**config.mk**
```make
export PLATFORM = sky130hd
export DESIGN_NAME = bcd_timer_counter_n_flat
export DESIGN_NICKNAME = d
export VERILOG_FILES = /design/src/rtl/bcd_timer_counter_n_if.sv /design/src/rtl/bcd_timer_counter_n.sv /design/src/flat_wrapper.sv
export SDC_FILE = /design/constraint.sdc
export NUM_CORES = 1
export LEC_CHECK = 0
export ABC_AREA = 1
export BUFFER_PORTS_ARGS = -buffer_cell sky130_fd_sc_hd__buf_2
export CELL_PAD_IN_SITES_DETAIL_PLACEMENT = 1
export CELL_PAD_IN_SITES_GLOBAL_PLACEMENT = 2
export CORE_ASPECT_RATIO = 1.25
export CORE_UTILIZATION = 26
export DETAILED_ROUTE_END_ITERATION = 12
export PLACE_DENSITY = 0.87
export REMOVE_ABC_BUFFERS = 1
export SLEW_MARGIN = 10
export SYNTH_ARGS = -nofsm -noshare
export SYNTH_HDL_FRONTEND = slang
export SYNTH_SLANG_ARGS = --single-unit
export TNS_END_PERCENT = 100
```
**constraint.sdc**
```tcl
create_clock -name clk -period 1.35 [get_ports clk]
set_input_delay 0.27 -clock clk [delete_from_list [all_inputs] [get_ports clk]]
set_output_delay 0.27 -clock clk [all_outputs]
set_load 0.1 [all_outputs]
```
**src/rtl/bcd_timer_counter_n_if.sv**
```systemverilog
// Command and status bundle for the BCD timer digit chain.
// The controller drives the master side; the counter owns the slave side.
interface bcd_timer_counter_n_if #(
  parameter int NUM_DIGITS = 4
);
  logic                    EN;
  logic                    loadn;
  logic                    up;
  logic [4*NUM_DIGITS-1:0] data;
  logic [4*NUM_DIGITS-1:0] digits;
  logic                    zero;
  logic                    done;
  logic                    wrap;
  logic                    load_err;

  modport master (
    output EN, loadn, up, data,
    input  digits, zero, done, wrap, load_err
  );

  modport slave (
    input  EN, loadn, up, data,
    output digits, zero, done, wrap, load_err
  );
endinterface

```
**src/rtl/bcd_timer_counter_n.sv**
```systemverilog
// Chain of NUM_DIGITS BCD digits with per-digit maxima (e.g. MM:SS), parallel load,
// up/down counting and wrap-or-saturate behaviour at both ends.
module bcd_timer_counter_n #(
  parameter int                      NUM_DIGITS = 4,
  parameter logic [4*NUM_DIGITS-1:0] DIGIT_MAX  = 16'h9959,
  parameter bit                      SATURATE   = 1'b1
) (
  input  logic                  clk,
  input  logic                  clear,
  bcd_timer_counter_n_if.slave  bus
);

  logic [4*NUM_DIGITS-1:0] r_digits;
  logic                    r_done;
  logic                    r_wrap;
  logic                    r_loadErr;

  logic [4*NUM_DIGITS-1:0] w_next;
  logic                    w_done;
  logic                    w_wrap;
  logic                    w_loadErr;
  logic                    w_allZero;
  logic                    w_allMax;

  assign w_allZero = (r_digits == '0);
  assign w_allMax  = (r_digits == DIGIT_MAX);

  // A borrow/carry ripples upward only while every lower digit sits at its end value.
  always_comb begin
    logic w_ripple;
    w_next    = r_digits;
    w_done    = 1'b0;
    w_wrap    = 1'b0;
    w_loadErr = 1'b0;
    w_ripple  = 1'b1;
    if (!bus.loadn) begin
      for (int i = 0; i < NUM_DIGITS; i++) begin
        if (bus.data[4*i +: 4] > DIGIT_MAX[4*i +: 4]) begin
          w_next[4*i +: 4] = DIGIT_MAX[4*i +: 4];
          w_loadErr        = 1'b1;
        end else begin
          w_next[4*i +: 4] = bus.data[4*i +: 4];
        end
      end
    end else if (bus.EN) begin
      if (!bus.up) begin
        if (w_allZero) begin
          w_wrap = 1'b1;
          if (!SATURATE) begin
            w_next = DIGIT_MAX;
          end
        end else begin
          for (int i = 0; i < NUM_DIGITS; i++) begin
            if (w_ripple) begin
              if (r_digits[4*i +: 4] == 4'd0) begin
                w_next[4*i +: 4] = DIGIT_MAX[4*i +: 4];
              end else begin
                w_next[4*i +: 4] = r_digits[4*i +: 4] - 4'd1;
              end
            end
            w_ripple = w_ripple & (r_digits[4*i +: 4] == 4'd0);
          end
          w_done = (w_next == '0);
        end
      end else begin
        if (w_allMax) begin
          w_wrap = 1'b1;
          if (!SATURATE) begin
            w_next = '0;
          end
        end else begin
          for (int i = 0; i < NUM_DIGITS; i++) begin
            if (w_ripple) begin
              if (r_digits[4*i +: 4] == DIGIT_MAX[4*i +: 4]) begin
                w_next[4*i +: 4] = 4'd0;
              end else begin
                w_next[4*i +: 4] = r_digits[4*i +: 4] + 4'd1;
              end
            end
            w_ripple = w_ripple & (r_digits[4*i +: 4] == DIGIT_MAX[4*i +: 4]);
          end
        end
      end
    end
  end

  always_ff @(posedge clk or posedge clear) begin
    if (clear) begin
      r_digits  <= '0;
      r_done    <= 1'b0;
      r_wrap    <= 1'b0;
      r_loadErr <= 1'b0;
    end else begin
      r_digits  <= w_next;
      r_done    <= w_done;
      r_wrap    <= w_wrap;
      r_loadErr <= w_loadErr;
    end
  end

  assign bus.digits   = r_digits;
  assign bus.zero     = (r_digits == '0);
  assign bus.done     = r_done;
  assign bus.wrap     = r_wrap;
  assign bus.load_err = r_loadErr;

endmodule

```
**src/flat_wrapper.sv**
```systemverilog
// flat-port wrapper written by rule: the top's interface ports become plain ports
module bcd_timer_counter_n_flat 
#(
  parameter int                      NUM_DIGITS = 4,
  parameter logic [4*NUM_DIGITS-1:0] DIGIT_MAX  = 16'h9959,
  parameter bit                      SATURATE   = 1'b1
)
  (clk, clear, bus_EN, bus_loadn, bus_up, bus_data, bus_digits, bus_zero, bus_done, bus_wrap, bus_load_err);
  bcd_timer_counter_n_if #(.NUM_DIGITS(NUM_DIGITS)) bus_i ();
  input  logic clk;
  input  logic clear;
  input wire logic [$bits(bus_i.EN)-1:0] bus_EN;
  input wire logic [$bits(bus_i.loadn)-1:0] bus_loadn;
  input wire logic [$bits(bus_i.up)-1:0] bus_up;
  input wire logic [$bits(bus_i.data)-1:0] bus_data;
  output wire logic [$bits(bus_i.digits)-1:0] bus_digits;
  output wire logic [$bits(bus_i.zero)-1:0] bus_zero;
  output wire logic [$bits(bus_i.done)-1:0] bus_done;
  output wire logic [$bits(bus_i.wrap)-1:0] bus_wrap;
  output wire logic [$bits(bus_i.load_err)-1:0] bus_load_err;
  assign bus_i.EN = bus_EN;
  assign bus_i.loadn = bus_loadn;
  assign bus_i.up = bus_up;
  assign bus_i.data = bus_data;
  assign bus_digits = bus_i.digits;
  assign bus_zero = bus_i.zero;
  assign bus_done = bus_i.done;
  assign bus_wrap = bus_i.wrap;
  assign bus_load_err = bus_i.load_err;
  bcd_timer_counter_n #(.NUM_DIGITS(NUM_DIGITS), .DIGIT_MAX(DIGIT_MAX), .SATURATE(SATURATE)) u_core (.clk(clk), .clear(clear), .bus(bus_i));
endmodule
```
Word level (Yosys, flattened, before mapping):

Index checks and enable logic that the tools add are counted.

* output and inout bits: 20
* flip-flop bits (word level): 19

* $add $sub $neg: 8
* reductions and logical operators: 10
* equal/unequal tests: 11
* order comparisons: 4
* multiplexer cells: 53
* bitwise gates (word level): 4

Operators with widths (number)
* $mux 4: 34
* $mux 16: 5
* $logic_not 16->1: 2
* $add 4x1->4 const B: 4
* $eq 16x16->1 const B: 1
* $logic_not 4->1: 4
* $sub 4x1->4 const B: 4
* $mux 1: 14
* $eq 4x4->1 const B: 3
* $gt 4x4->1 const B: 3
* $reduce_and 4->1: 3
* $ne 3x2->1 const B: 3
* $ne 3x3->1 const B: 2
* $and 1x1->1: 4
* $eq 4x3->1 const B: 1
* $gt 4x3->1 const B: 1
* $reduce_and 3->1: 1
* $ne 2x2->1 const B: 1

Depth between registers and ports, before layout:

Gate-level depths: netlist of run 1.

* depth after elaboration: 13
* depth in mapped cells: 11
* depth with buffers taken out: 11

Worst setup path before layout of run 1:

Ideal clock, no wire load.

* kind: register to register
* from: reg u_core.r_digits[2], in the netlist u_core.bus.digits[2]
* to: reg u_core.r_digits[0], in the netlist u_core.bus.digits[0]
* path slack: -1.013 ns
* data required time: 1.222 ns
* clock period less this slack: 2.363 ns
* buffers on the path: 0
* setup time: 0.128 ns
* data arrival time: 2.235 ns
* cell stages (with the launch flop): 9
* cell sequence: dfrtp_1 nor2_2 nand2_4 nor2_8 nand3_1 inv_2 a21oi_2 nand2_1 o21ai_1

* elaborated cells on any way between the ends: 18
* those cells by class: eq/ne (4); mux (11); reduce/logical (3)

RTL lines
* start, declared: line bcd_timer_counter_n.sv:13 `logic [4*NUM_DIGITS-1:0] r_digits;`
* start signal, assigned: line bcd_timer_counter_n.sv:94 `r_digits <= w_next;`
* $logic_not 16->1
* named net bus_zero: line flat_wrapper.sv:17 `output wire logic [$bits(bus_i.zero)-1:0] bus_zero;`
* $ne 3x3->1 (no line)
* $reduce_and 3->1 (no line)

The timed path passes the listed nets, and every way through them passes these cells. The select of a mux whose other input is x is not followed.
A chain may end at the register's enable or synchronous reset.

Final worst setup path of run 1:

* from: reg u_core.r_digits[8], in the netlist u_core.bus.digits[8]
* to: reg u_core.r_digits[12], in the netlist u_core.bus.digits[12]

* word-level cells in the longest chain between the ends: 11
* elaborated cells on any way between the ends: 19
* those cells by class: eq/ne (5); mux (9); bitwise (2); reduce/logical (3)

RTL lines
* $logic_not 4->1: line bcd_timer_counter_n.sv:61 `w_ripple = w_ripple & (r_digits[4*i +: 4] == 4'd0);`
* $and 1x1->1: line bcd_timer_counter_n.sv:61
* $mux 4: line bcd_timer_counter_n.sv:54 `if (w_ripple) begin`
* $mux 4: line bcd_timer_counter_n.sv:47 `if (w_allZero) begin`
* $mux 4: line bcd_timer_counter_n.sv:46 `if (!bus.up) begin`
* $mux 4: line bcd_timer_counter_n.sv:45 `end else if (bus.EN) begin`
* $mux 4: line bcd_timer_counter_n.sv:36 `if (!bus.loadn) begin`
* $mux 16: line bcd_timer_counter_n.sv:47
* $mux 16: line bcd_timer_counter_n.sv:46
* $mux 16: line bcd_timer_counter_n.sv:45
* $mux 16: line bcd_timer_counter_n.sv:36

Parallel ways exist; a longest one is shown, timed or not. The select of a mux whose other input is x is not followed.

==> results of run 1 <==
-- cell usage in the layout, fill, tap and decap left out, drive strengths merged --
master / netlist / final
a21boi: 2 / 2
nand3b: 1 / 1
clkbuf: 1 / 3
nor3: 2 / 2
xor2: 3 / 3
nand4: 7 / 7
nand3: 30 / 30
a21oi: 7 / 7
nand2: 101 / 101
nor3b: 1 / 1
o211ai: 2 / 2
dfrtp: 19 / 19
clkinv: 0 / 1
inv: 41 / 41
o2111ai: 2 / 2
o21ai: 35 / 35
a22oi: 1 / 1
buf: 3 / 154
nor2: 28 / 28
o31ai: 1 / 1
a41oi: 1 / 1
o221ai: 1 / 1
a31oi: 1 / 1
-- report_power, final --
group,internal [mW],leakage [nW],switching (mW),total [mW]
registers,0.657,0.237,0.111,0.768
clock network,0.208,0.0255,0.275,0.483
logic,1.37,1.57,1.88,3.25
-- path summary, 6_finish.rpt --
check	start	to	slack, ns
worst max-delay path	u_core.bus.digits[8]	u_core.bus.digits[12]	-0.39
max in group asynchronous	clear	u_core.bus.digits[2]	1.06
worst min-delay path	clear	u_core.bus.digits[9]	0.02
worst max register to register	u_core.bus.digits[8]	u_core.bus.digits[12]	-0.39
worst min register to register	u_core.bus.digits[10]	u_core.bus.digits[10]	0.64
min in group clk	bus_loadn	u_core.bus.load_err	0.32
-- registers in the layout, indices dropped and copies added (netlist names) --
name / count
u_core.bus.digits: 16
u_core.bus.done: 1
u_core.bus.load_err: 1
u_core.bus.wrap: 1
-- worst min-delay path: stages --
cell and delay, ns:
buf_2 0.10, inv_1 0.05, buf_4 0.29
-- cell type report --
type / count / area [µm²] / share of cell area
Timing Repair Buffer: 154 / 1440 / 0.399
Multi-Input combinational cell: 226 / 1370 / 0.379
Sequential cell: 19 / 480 / 0.133
Inverter: 41 / 169 / 0.0467
Tap cell: 87 / 109 / 0.0301
Clock buffer: 3 / 41.3 / 0.0114
Clock inverter: 1 / 5.00 / 0.00138
-- logic make-up after synthesis --
family / synth area share
simple gates: 0.464
flops: 0.260
compound gates: 0.167
buf+inv: 0.0946
xor+xnor: 0.0144
-- per-layer routing --
layer / vias to the layer above / track usage
li1: 1255 / -
met1: 1370 / 0.264
met2: 95 / 0.513
met3: 45 / 0.0239
met4: 0 / 0.0978
met5: - / 0
-- repair_timing --
item	4_1_cts	5_1_grt
resized for setup	50	61
endpoints found under the setup margin	22	31
pin swaps	22	22
setup buffers	26	17
==> key figures, run 1 <==
Status
  – Status: finished with violations
  – Failing checks: setup timing

Finish
  – Non-filler cells, final: 531
  – Final Cell Area: 3620 µm²
  – ANT cells: 0
  – Fin util: 0.541
  – Final net count: 466
  – Area delta synth->final: 98.1%
  – Number of fill cells: 859
  – Layout cells sized above 1: 0.541

Logic synthesis
  – Share of the synthesized area in the top cell type: 0.260
  – Cell taking the most area after synthesis: dfrtp_1
  – Yosys warns: 0
  – Post-synth top cells: nand2_1, inv_1, nand3_1
  – Netlist cell types: 34
  – Post-Syn Area: 1830 µm²
  – Synthesis-stage register bit count: 19
  – Number of synthesized flops with an enable pin: 0
  – Ranking of synthesized cells by area: dfrtp_1, nand2_1, nand3_1
  – Post-synthesis area per instance: 6.29 µm²
  – Count leader, synth: nand2_1
  – Ys async rst share: 1.00
  – Syn Inst Count: 290
  – Synth Flop Type: dfrtp_1
  – Register area share after synthesis: 0.260

STA
  – Clock Skews: 0.00124 ns
  – Worst relative slew slack: 0.675
  – Final setup violating endpoints: 31
  – Crit share post-route: 1.29
  – Fin crit period: 1.74 ns
  – Least-Margin Pin Slew: 0.490 ns
  – Setup_tns: -7.99 ns
  – Fmax: 0.575 GHz
  – Setup slack after layout: -0.388 ns
  – Slew Viols, Final: 0
  – Final Hold Fails: 0
  – RSZ-0062 raised after global routing: true
  – Worst hold slack: 0.0188 ns

Routing
  – Max layer used: met4
  – WL met3: 362 µm
  – Via count: 2765
  – DRC: 0
  – Final ANT Viol Nets: 0
  – TritonRoute pass-1 iters: 4
  – Met2 WL: 5690 µm
  – WL/cell: 20.0 µm
  – M1 WL: 3990 µm
  – Vias per cell: 5.21
  – Final WL: 10600 µm
  – First DRT Iteration DRCs: 136

Placement
  – DP Cell Count: 489
  – Place WS: -0.263 ns
  – Placed Area: 2940 µm²
  – Port bufs: 40
  – DP HPWL: 6150 µm
  – Routability cong.: 0.865

Floorplan
  – DIE AREA: 7360 µm²
  – Die height: 95.7 µm
  – Initial Util: 0.273
  – Num rows: 33
  – Core area: 6690 µm²
  – Chip width: 76.9 µm
  – Io pins: 41

Critical path
  – CP Launch Type: flop
  – Most common cell on crit path: nand2_2
  – Worst Setup End Kind: flop
  – Worst Path Buf+Inv: 3
  – WP data required: 1.57 ns
  – Crit path kind: reg2reg
  – Crit path arrival time: 1.96 ns
  – Crit path max-delay family: simple AND/OR/NAND/NOR gates
  – Worst-path maximum fanout: 6
  – Slowest stage delay, CP: 0.43 ns
  – R2R cell count: 10
  – CP max stage cell: dfrtp_1
  – Number of cells on the critical path: 10
  – Worst-path cell chain: buf_6 -> nand4_1 -> buf_4 -> inv_2 -> nand2_2 -> nand2_2 -> nand2_4 -> nor2_4 -> nand2_1 -> o21ai_1

Global route
  – Vias in the first global route: 2909
  – Antenna violations before repair: 0
  – GR Overflow Total: 0
  – GR Util All Layers: 0.252
  – First-pass GRT wire length: 14300 µm
  – Pin count of the biggest net entering global routing: 20

Clock network
  – CTS Buffer Depth: 2
  – H-tree depth: 1
  – Clock sinks: 19
  – Clock tree root buffer cell: clkbuf_8
  – CTS tree: yes
  – CTS Hold Buffers Added: 0
  – Number of CTS-inserted buffers: 3
  – Clock-pin slew on the worst setup and hold paths: 0.10 ns
  – Skew-Pair Late Insertion Delay: 0.28 ns

Power
  – Total chip power: 4.50 mW
  – PD cells: 1250 nW/µm²
  – Max VDD drop: 0.814 mV
  – LEAKAGE: 1.83 nW

Job
  – Max-cap viol count: 0

Worst hold path
  – Hold Crit Class: in2async
Power figures use the tool's default switching activity.
==> inputs of run 2 (changes only) <==
- BUFFER_PORTS_ARGS: -buffer_cell sky130_fd_sc_hd__buf_2 -> -buffer_cell sky130_fd_sc_hd__buf_4
==> run 2 against run 1 <==
The flow still finishes with violations (setup timing). Combinational power is 8.6% lower. Register-to-register slack better by 0.03 ns. Die area stayed put. Sequential share of layout area is 0.66 points higher.
==> key figures, run 2 (synthesis gave the netlist of run 1 again) <==
Global route
  – Met2 Use GR: 0.459 (-0.0543)
  – GR Util All Layers: 0.228 (-0.0242)
  – M3 GR Usage: 0.0211 (-0.00287)
  – Layer with the highest usage: met2
  – GR Overflow Total: 0 (unchanged)
  – Vias in the first global route: 2618 (-10%)
  – First-pass GRT wire length: 12800 µm (-10%)
  – Pin count of the biggest net entering global routing: 20 (unchanged)
  – Global-route track usage on met1: 0.249 (-0.0150)
  – Antenna violations before repair: 0 (unchanged)

Clock network
  – Skew-Pair Late Insertion Delay: 0.27 ns (about the same)
  – Clock tree root buffer cell: clkbuf_8
  – CTS Hold Buffers Added: 0 (unchanged)
  – Clock-pin slew on the worst setup and hold paths: 0.09 ns (about the same)
  – Number of CTS-inserted buffers: 3 (unchanged)
  – CTS tree: yes
  – Clock sinks: 19 (unchanged)
  – H-tree depth: 1 (unchanged)
  – CTS Buffer Depth: 2 (unchanged)

Critical path
  – Worst R2R End: u_core.bus.done
  – Crit path arrival time: 1.46 ns (-0.50 ns)
  – Worst-path maximum fanout: 2 (-4)
  – Crit path kind: reg2out
  – WP data required: 1.08 ns (-0.49 ns)
  – Worst Setup End Kind: output port
  – R2R cell count: 10 (unchanged)
  – Reg2reg setup slack: -0.36 ns (+0.03 ns)
  – Worst r2r src: u_core.bus.digits[4]
  – CP Launch Type: flop

Job
  – Max-cap viol count: 0 (unchanged)

Placement
  – Routability cong.: 0.839 (-2.9%)
  – DP Cell Count: 483 (-1.2%)
  – Port bufs: 40 (unchanged)
  – DP HPWL: 5880 µm (-4.4%)
  – Placed Area: 2750 µm² (-6.4%)

Finish
  – Layout cells sized above 1: 0.507 (-0.0334)
  – Most common cell after layout, fill and taps aside: buf_4
  – Most frequent cells in the layout: buf_4, nand2_1, inv_1
  – Non-filler cells, final: 505 (-4.9%)
  – Area delta synth->final: 87.3%
  – Final Cell Area: 3420 µm² (-5.5%)
  – Final net count: 440 (-5.6%)
  – ANT cells: 0 (unchanged)
  – Largest register FFs: 16 (unchanged)

Status
  – Status: finished with violations
  – Failing checks: setup timing

STA
  – Least-Margin Pin Slew: 0.329 ns (-0.161 ns)
  – RSZ-0062 raised after global routing: true
  – Fin crit period: 1.73 ns (-0.0103 ns)
  – Clock Skews: 0.00653 ns (+0.00530 ns)
  – Final setup violating endpoints: 26 (-16%)
  – Worst hold slack: 0.0323 ns (+0.0134 ns)
  – Fmax: 0.579 GHz (+0.60%)
  – Setup slack after layout: -0.378 ns (+0.0103 ns)
  – Slew Viols, Final: 0 (unchanged)
  – Worst relative slew slack: 0.778 (+0.103)
  – Crit share post-route: 1.28 (-0.00762)
  – Final Hold Fails: 0 (unchanged)

Floorplan
  – DIE AREA: 7360 µm² (unchanged)
  – Initial Util: 0.273 (unchanged)
  – Io pins: 41 (unchanged)
  – Num rows: 33 (unchanged)
  – Die height: 95.7 µm (unchanged)
  – Chip width: 76.9 µm (unchanged)
  – Core area: 6690 µm² (unchanged)

Routing
  – TritonRoute pass-1 iters: 4 (unchanged)
  – WL/cell: 17.9 µm (-10%)
  – First DRT Iteration DRCs: 99 (-27%)
  – Final ANT Viol Nets: 0 (unchanged)
  – Final WL: 9060 µm (-15%)
  – DRC: 0 (unchanged)
  – Via count: 2567 (-7.2%)
  – Vias per cell: 5.08 (-2.4%)

Power
  – Combinational cell fraction of total power: 0.714 (-0.008)
  – Clk pwr share: 0.107 (about the same)
  – NetSw: 2.14 mW (-6.0%)
  – PD cells: 1220 nW/µm² (-2.2%)
  – Max VDD drop: 0.667 mV (-18%)
  – Switch share: 0.513 (+0.00893)
  – Seq pwr share: 0.179 (+0.008)
  – Internal: 2.02 mW (-9.3%)
  – LEAKAGE: 1.71 nW (-6.7%)

Worst hold path
  – Hold Crit Class: in2async
-- run 2: worst max-delay path, cell delays in order, from the launching register on --
cell,delay [ns]
dfrtp_1,0.42
nor2_4,0.15
nand2_2,0.12
nor2_8,0.15
nand3_4,0.08
inv_4,0.09
buf_12,0.17
-- run 2: how the worst max path moves through the flow --
stage               depth (start not counted)                  from                     to
floorplan                                   8  u_core.bus.digits[2]   u_core.bus.digits[0]
global placement                           10  u_core.bus.digits[0]        u_core.bus.done
detailed placement                         12  u_core.bus.digits[5]  u_core.bus.digits[13]
CTS                                         6  u_core.bus.digits[0]               bus_zero
global route                                6  u_core.bus.digits[4]               bus_zero
finish                                      6  u_core.bus.digits[6]               bus_zero
-- run 2: cell type report --
type	count	area, µm²
inverters	41	169
well taps	87	109
flip-flops and latches	19	477
clock buffers	3	41.3
multi-input cells	226	1430
clock inverters	1	5.00
repair buffers	128	1190
fillers	858	3270
-- run 2: routing by layer --
layer | part of all wire | wire length (µm) | vias up
li1 | - | - | 1214
met1 | 0.38 | 3450 | 1261
met2 | 0.55 | 5030 | 63
met3 | 0.024 | 216 | 29
met4 | 0.040 | 365 | 0
met5 | 0 | 0 | -
-- run 2: power by group through the flow --
| stage | combinational (mW) | clock [mW] | sequential [mW] |
|---|---|---|---|
| 2_1_floorplan | 0.705 | 0 | 1.41 |
| 3_3_place_gp | 2.25 | 0 | 0.733 |
| 3_5_place_dp | 2.29 | 0 | 0.740 |
| 4_1_cts | 2.59 | 0.454 | 0.739 |
| 5_1_grt | 3.13 | 0.471 | 0.754 |
| 6_report | 2.97 | 0.447 | 0.745 |
-- run 2: per-stage QoR --
| step | setup slack, ns | TNS (ns) | util | total power [mW] |
|---|---|---|---|---|
| floorplan | -1.01 | -13.99 | - | 2.11 |
| global placement | -0.260 | -3.53 | 0.412 | 2.98 |
| detailed placement | -0.314 | -4.35 | 0.412 | 3.03 |
| CTS | -0.353 | -4.24 | 0.469 | 3.78 |
| global route | -0.435 | -7.71 | 0.511 | 4.36 |
| finish | -0.378 | -6.60 | 0.511 | 4.16 |
-- run 2: repair_timing --
action / in CTS / in global routing
endpoints found under the setup margin: 29 / 28
pin swaps: 14 / 39
buffers inserted: 11 / 11
gates resized for setup: 71 / 64
==> inputs of run 3 (changes only) <==
- ABC_AREA: 1 -> not set
- CORE_MARGIN: not set -> 2
- CORE_UTILIZATION: 26 -> 29
==> run 3 against run 2 <==
The run still ends with setup timing left. Clock power is 8.3% higher. Sequential share of layout area is 0.24 points higher. Register-to-register slack worse by 0.25 ns. Flip-flop and latch count stayed put. Cell area is 1.7% higher. Critical endpoint is now u_core.bus.digits[14]. Fmax is 12% lower. Wire length is 8.3% higher. Global-route usage is 1.8 points higher.
==> key figures, run 3 <==
Status
  – Status: finished with violations
  – Failing checks: setup timing

STA
  – Final setup violating endpoints: 31 (+19%)
  – Worst relative slew slack: 0.573 (-0.205)
  – Slew Viols, Final: 0 (unchanged)
  – Crit share post-route: 1.45 (+0.169)
  – Least-Margin Pin Slew: 0.634 ns (+0.305 ns)
  – Setup_tns: -10.85 ns (-4.26 ns)
  – Final Hold Fails: 0 (unchanged)
  – Fmax: 0.511 GHz (-12%)
  – Clock Skews: 0.0106 ns (+0.00406 ns)
  – Fin crit period: 1.96 ns (+0.228 ns)
  – Setup slack after layout: -0.606 ns (-0.228 ns)
  – Worst hold slack: 0.0356 ns (+0.00332 ns)
  – RSZ-0062 raised after global routing: true

Finish
  – Largest register FFs: 16 (unchanged)
  – Area delta synth->final: 79.3%
  – Number of fill cells: 759 (-12%)
  – Non-filler cells, final: 431 (-15%)
  – Most frequent cells in the layout: buf_4, buf_6, nand2_1, buf_12, nor2_1
  – ANT cells: 0 (unchanged)
  – Layout cells sized above 1: 0.549 (+0.0422)
  – Most common cell after layout, fill and taps aside: buf_4
  – Final net count: 366 (-17%)

Logic synthesis
  – Cell taking the most area after synthesis: dfrtp_1
  – Netlist cell types: 70 (+110%)
  – Ys async rst share: 1.00 (unchanged)
  – Synthesis-stage register bit count: 19 (unchanged)
  – Register area share after synthesis: 0.245 (-0.0151)
  – Yosys warns: 0 (unchanged)
  – Post-synthesis area per instance: 8.21 µm² (+30%)
  – Number of synthesized flops with an enable pin: 0 (unchanged)
  – Post-synth top cells: dfrtp_1, nand2_1, nor2_1, o21ai_0
  – Post-Syn Area: 1940 µm² (+6.2%)
  – Ranking of synthesized cells by area: dfrtp_1, o21ai_0, nand2_1
  – Count leader, synth: dfrtp_1
  – Synth Flop Type: dfrtp_1
  – Share of the synthesized area in the top cell type: 0.245 (-0.0151)
  – Syn Inst Count: 236 (-19%)

Floorplan
  – Initial Util: 0.297 (+0.0242)
  – Chip width: 77.1 µm (+0.23%)
  – Io pins: 41 (unchanged)
  – Num rows: 33 (unchanged)
  – DIE AREA: 7360 µm² (about the same)
  – Core area: 6520 µm² (-2.5%)
  – Die height: 95.4 µm (-0.30%)

Routing
  – TritonRoute pass-1 iters: 4 (unchanged)
  – Via count: 2475 (-3.6%)
  – Final WL: 9810 µm (+8.3%)
  – DRC: 0 (unchanged)
  – First DRT Iteration DRCs: 109 (+10%)
  – Vias per cell: 5.74 (+13%)
  – WL/cell: 22.8 µm (+27%)
  – Final ANT Viol Nets: 0 (unchanged)

Critical path
  – Worst-path maximum fanout: 5 (+3)
  – Slowest stage delay, CP: 0.46 ns (+0.04 ns)
  – Crit path max-delay family: simple AND/OR/NAND/NOR gates
  – R2R cell count: 7 (-3)
  – Worst r2r src: u_core.bus.digits[0]
  – Reg2reg setup slack: -0.61 ns (-0.25 ns)
  – Most common cell on crit path: buf_4
  – Crit path kind: reg2reg
  – CP Launch Type: flop
  – Worst-path cell chain: nor4_4 -> buf_4 -> nand4_1 -> buf_4 -> o21a_1 -> o21ai_2 -> o211ai_1
  – Worst Setup End Kind: flop
  – Worst R2R End: u_core.bus.digits[14]
  – CP max stage cell: dfrtp_2
  – Number of cells on the critical path: 7 (+1)
  – WP data required: 1.53 ns (+0.45 ns)
  – Crit path arrival time: 2.13 ns (+0.67 ns)
  – Worst Path Buf+Inv: 2 (unchanged)

Power
  – PD cells: 1130 nW/µm² (-7.3%)
  – Max VDD drop: 0.548 mV (-18%)
  – LEAKAGE: 1.45 nW (-15%)

Global route
  – First-pass GRT wire length: 14000 µm (+9.2%)
  – Antenna violations before repair: 0 (unchanged)
  – GR Util All Layers: 0.247 (+0.0185)
  – Pin count of the biggest net entering global routing: 20 (unchanged)
  – Vias in the first global route: 2585 (-1.3%)
  – GR Overflow Total: 0 (unchanged)

Clock network
  – Number of CTS-inserted buffers: 3 (unchanged)
  – CTS Buffer Depth: 2 (unchanged)
  – Clock-pin slew on the worst setup and hold paths: 0.10 ns (about the same)
  – CTS Hold Buffers Added: 0 (unchanged)
  – H-tree depth: 1 (unchanged)
  – Clock tree root buffer cell: clkbuf_8
  – CTS tree: yes
  – Clock sinks: 19 (unchanged)
  – Skew-Pair Late Insertion Delay: 0.29 ns (+0.02 ns)

Worst hold path
  – Hold Crit Class: in2async

Placement
  – DP HPWL: 5760 µm (-2.0%)
  – Port bufs: 40 (unchanged)
  – DP Cell Count: 407 (-16%)
  – Routability cong.: 0.903 (+7.6%)

Job
  – Max-cap viol count: 0 (unchanged)
run 3: cell types whose count changed in the layout (fill, tap and decap cells not counted), moves of 6 or more:
cell,delta
inv_1,-19
nand3_1,-17
nand2_4,-9
buf_4,-9
inv_2,-6
nor2_4,-12
dfrtp_2,+13
nand2_2,-19
o21ai_1,-14
buf_12,+6
dfrtp_1,-13
inv_4,-6
nand2b_1,+7
nand2_1,-54
run 3: through the flow:
stage               instance area, µm²  power (mW)   util  worst slack, ns
floorplan                         1820        1.98      -            -1.35
global placement                  2730        2.71  0.419           -0.481
detailed placement                2730        2.74  0.419           -0.537
CTS                               3240        3.64  0.496           -0.521
global route                      3480        4.04  0.533           -0.662
finish                            3480        3.92  0.533           -0.606
run 3: kinds of logic after synthesis:
logic type,Yosys count,share of synthesized area
AND/OR/NAND/NOR,94,0.311
AO/OA/AOI/OAI,83,0.334
buffers and inverters,34,0.0820
flip-flops,19,0.245
XOR/XNOR,5,0.0226
multiplexers,1,0.00516
run 3: report_power, final:
| part | total (mW) | switching (mW) | internal (mW) |
|---|---|---|---|
| clock | 0.484 | 0.275 | 0.208 |
| sequential | 0.833 | 0.168 | 0.665 |
| combinational | 2.60 | 1.49 | 1.11 |
run 3: repair_timing:
| action | in CTS | in global routing |
|---|---|---|
| pin swaps | 18 | 9 |
| endpoints found under the setup margin | 35 | 33 |
| gates resized for setup | 95 | 41 |
| cloned | 0 | 0 |
| endpoints found under the hold margin | 0 | 0 |
| setup buffers | 12 | 10 |
run 3: cell type report:
cell class / count / area [µm²] / share of cell area
Tap cell: 87 / 109 / 0.0313
Timing Repair Buffer: 127 / 1260 / 0.364
Clock buffer: 3 / 41.3 / 0.0119
Multi-Input combinational cell: 183 / 1520 / 0.437
Inverter: 11 / 46.3 / 0.0133
Sequential cell: 19 / 493 / 0.142
Clock inverter: 1 / 5.00 / 0.00144
run 3: worst register-to-register path: stages (launching register included):
cell and delay, ns:
dfrtp_2 0.46, nor4_4 0.31, buf_4 0.20, nand4_1 0.24
buf_4 0.23, o21a_1 0.17, o21ai_2 0.13, o211ai_1 0.11
run 3: worst max path at each step:
| stage | end | startpoint | slack [ns] |
|---|---|---|---|
| 6_report | u_core.bus.digits[14] | u_core.bus.digits[0] | -0.61 |
| 5_1_grt | u_core.bus.digits[14] | u_core.bus.digits[0] | -0.66 |
| 4_1_cts | bus_zero | u_core.bus.digits[11] | -0.52 |
| 3_3_place_gp | u_core.bus.digits[2] | u_core.bus.digits[2] | -0.48 |
| 2_1_floorplan | u_core.bus.digits[15] | u_core.bus.digits[2] | -1.35 |
| 3_5_place_dp | u_core.bus.digits[3] | u_core.bus.digits[2] | -0.54 |
run 3: layer usage:
metal,part of all wire,global-route usage,up-vias
met5,0,0,-
met4,0.040,0.115,0
met3,0.044,0.0208,31
met2,0.52,0.455,84
met1,0.39,0.290,1244
li1,-,-,1116
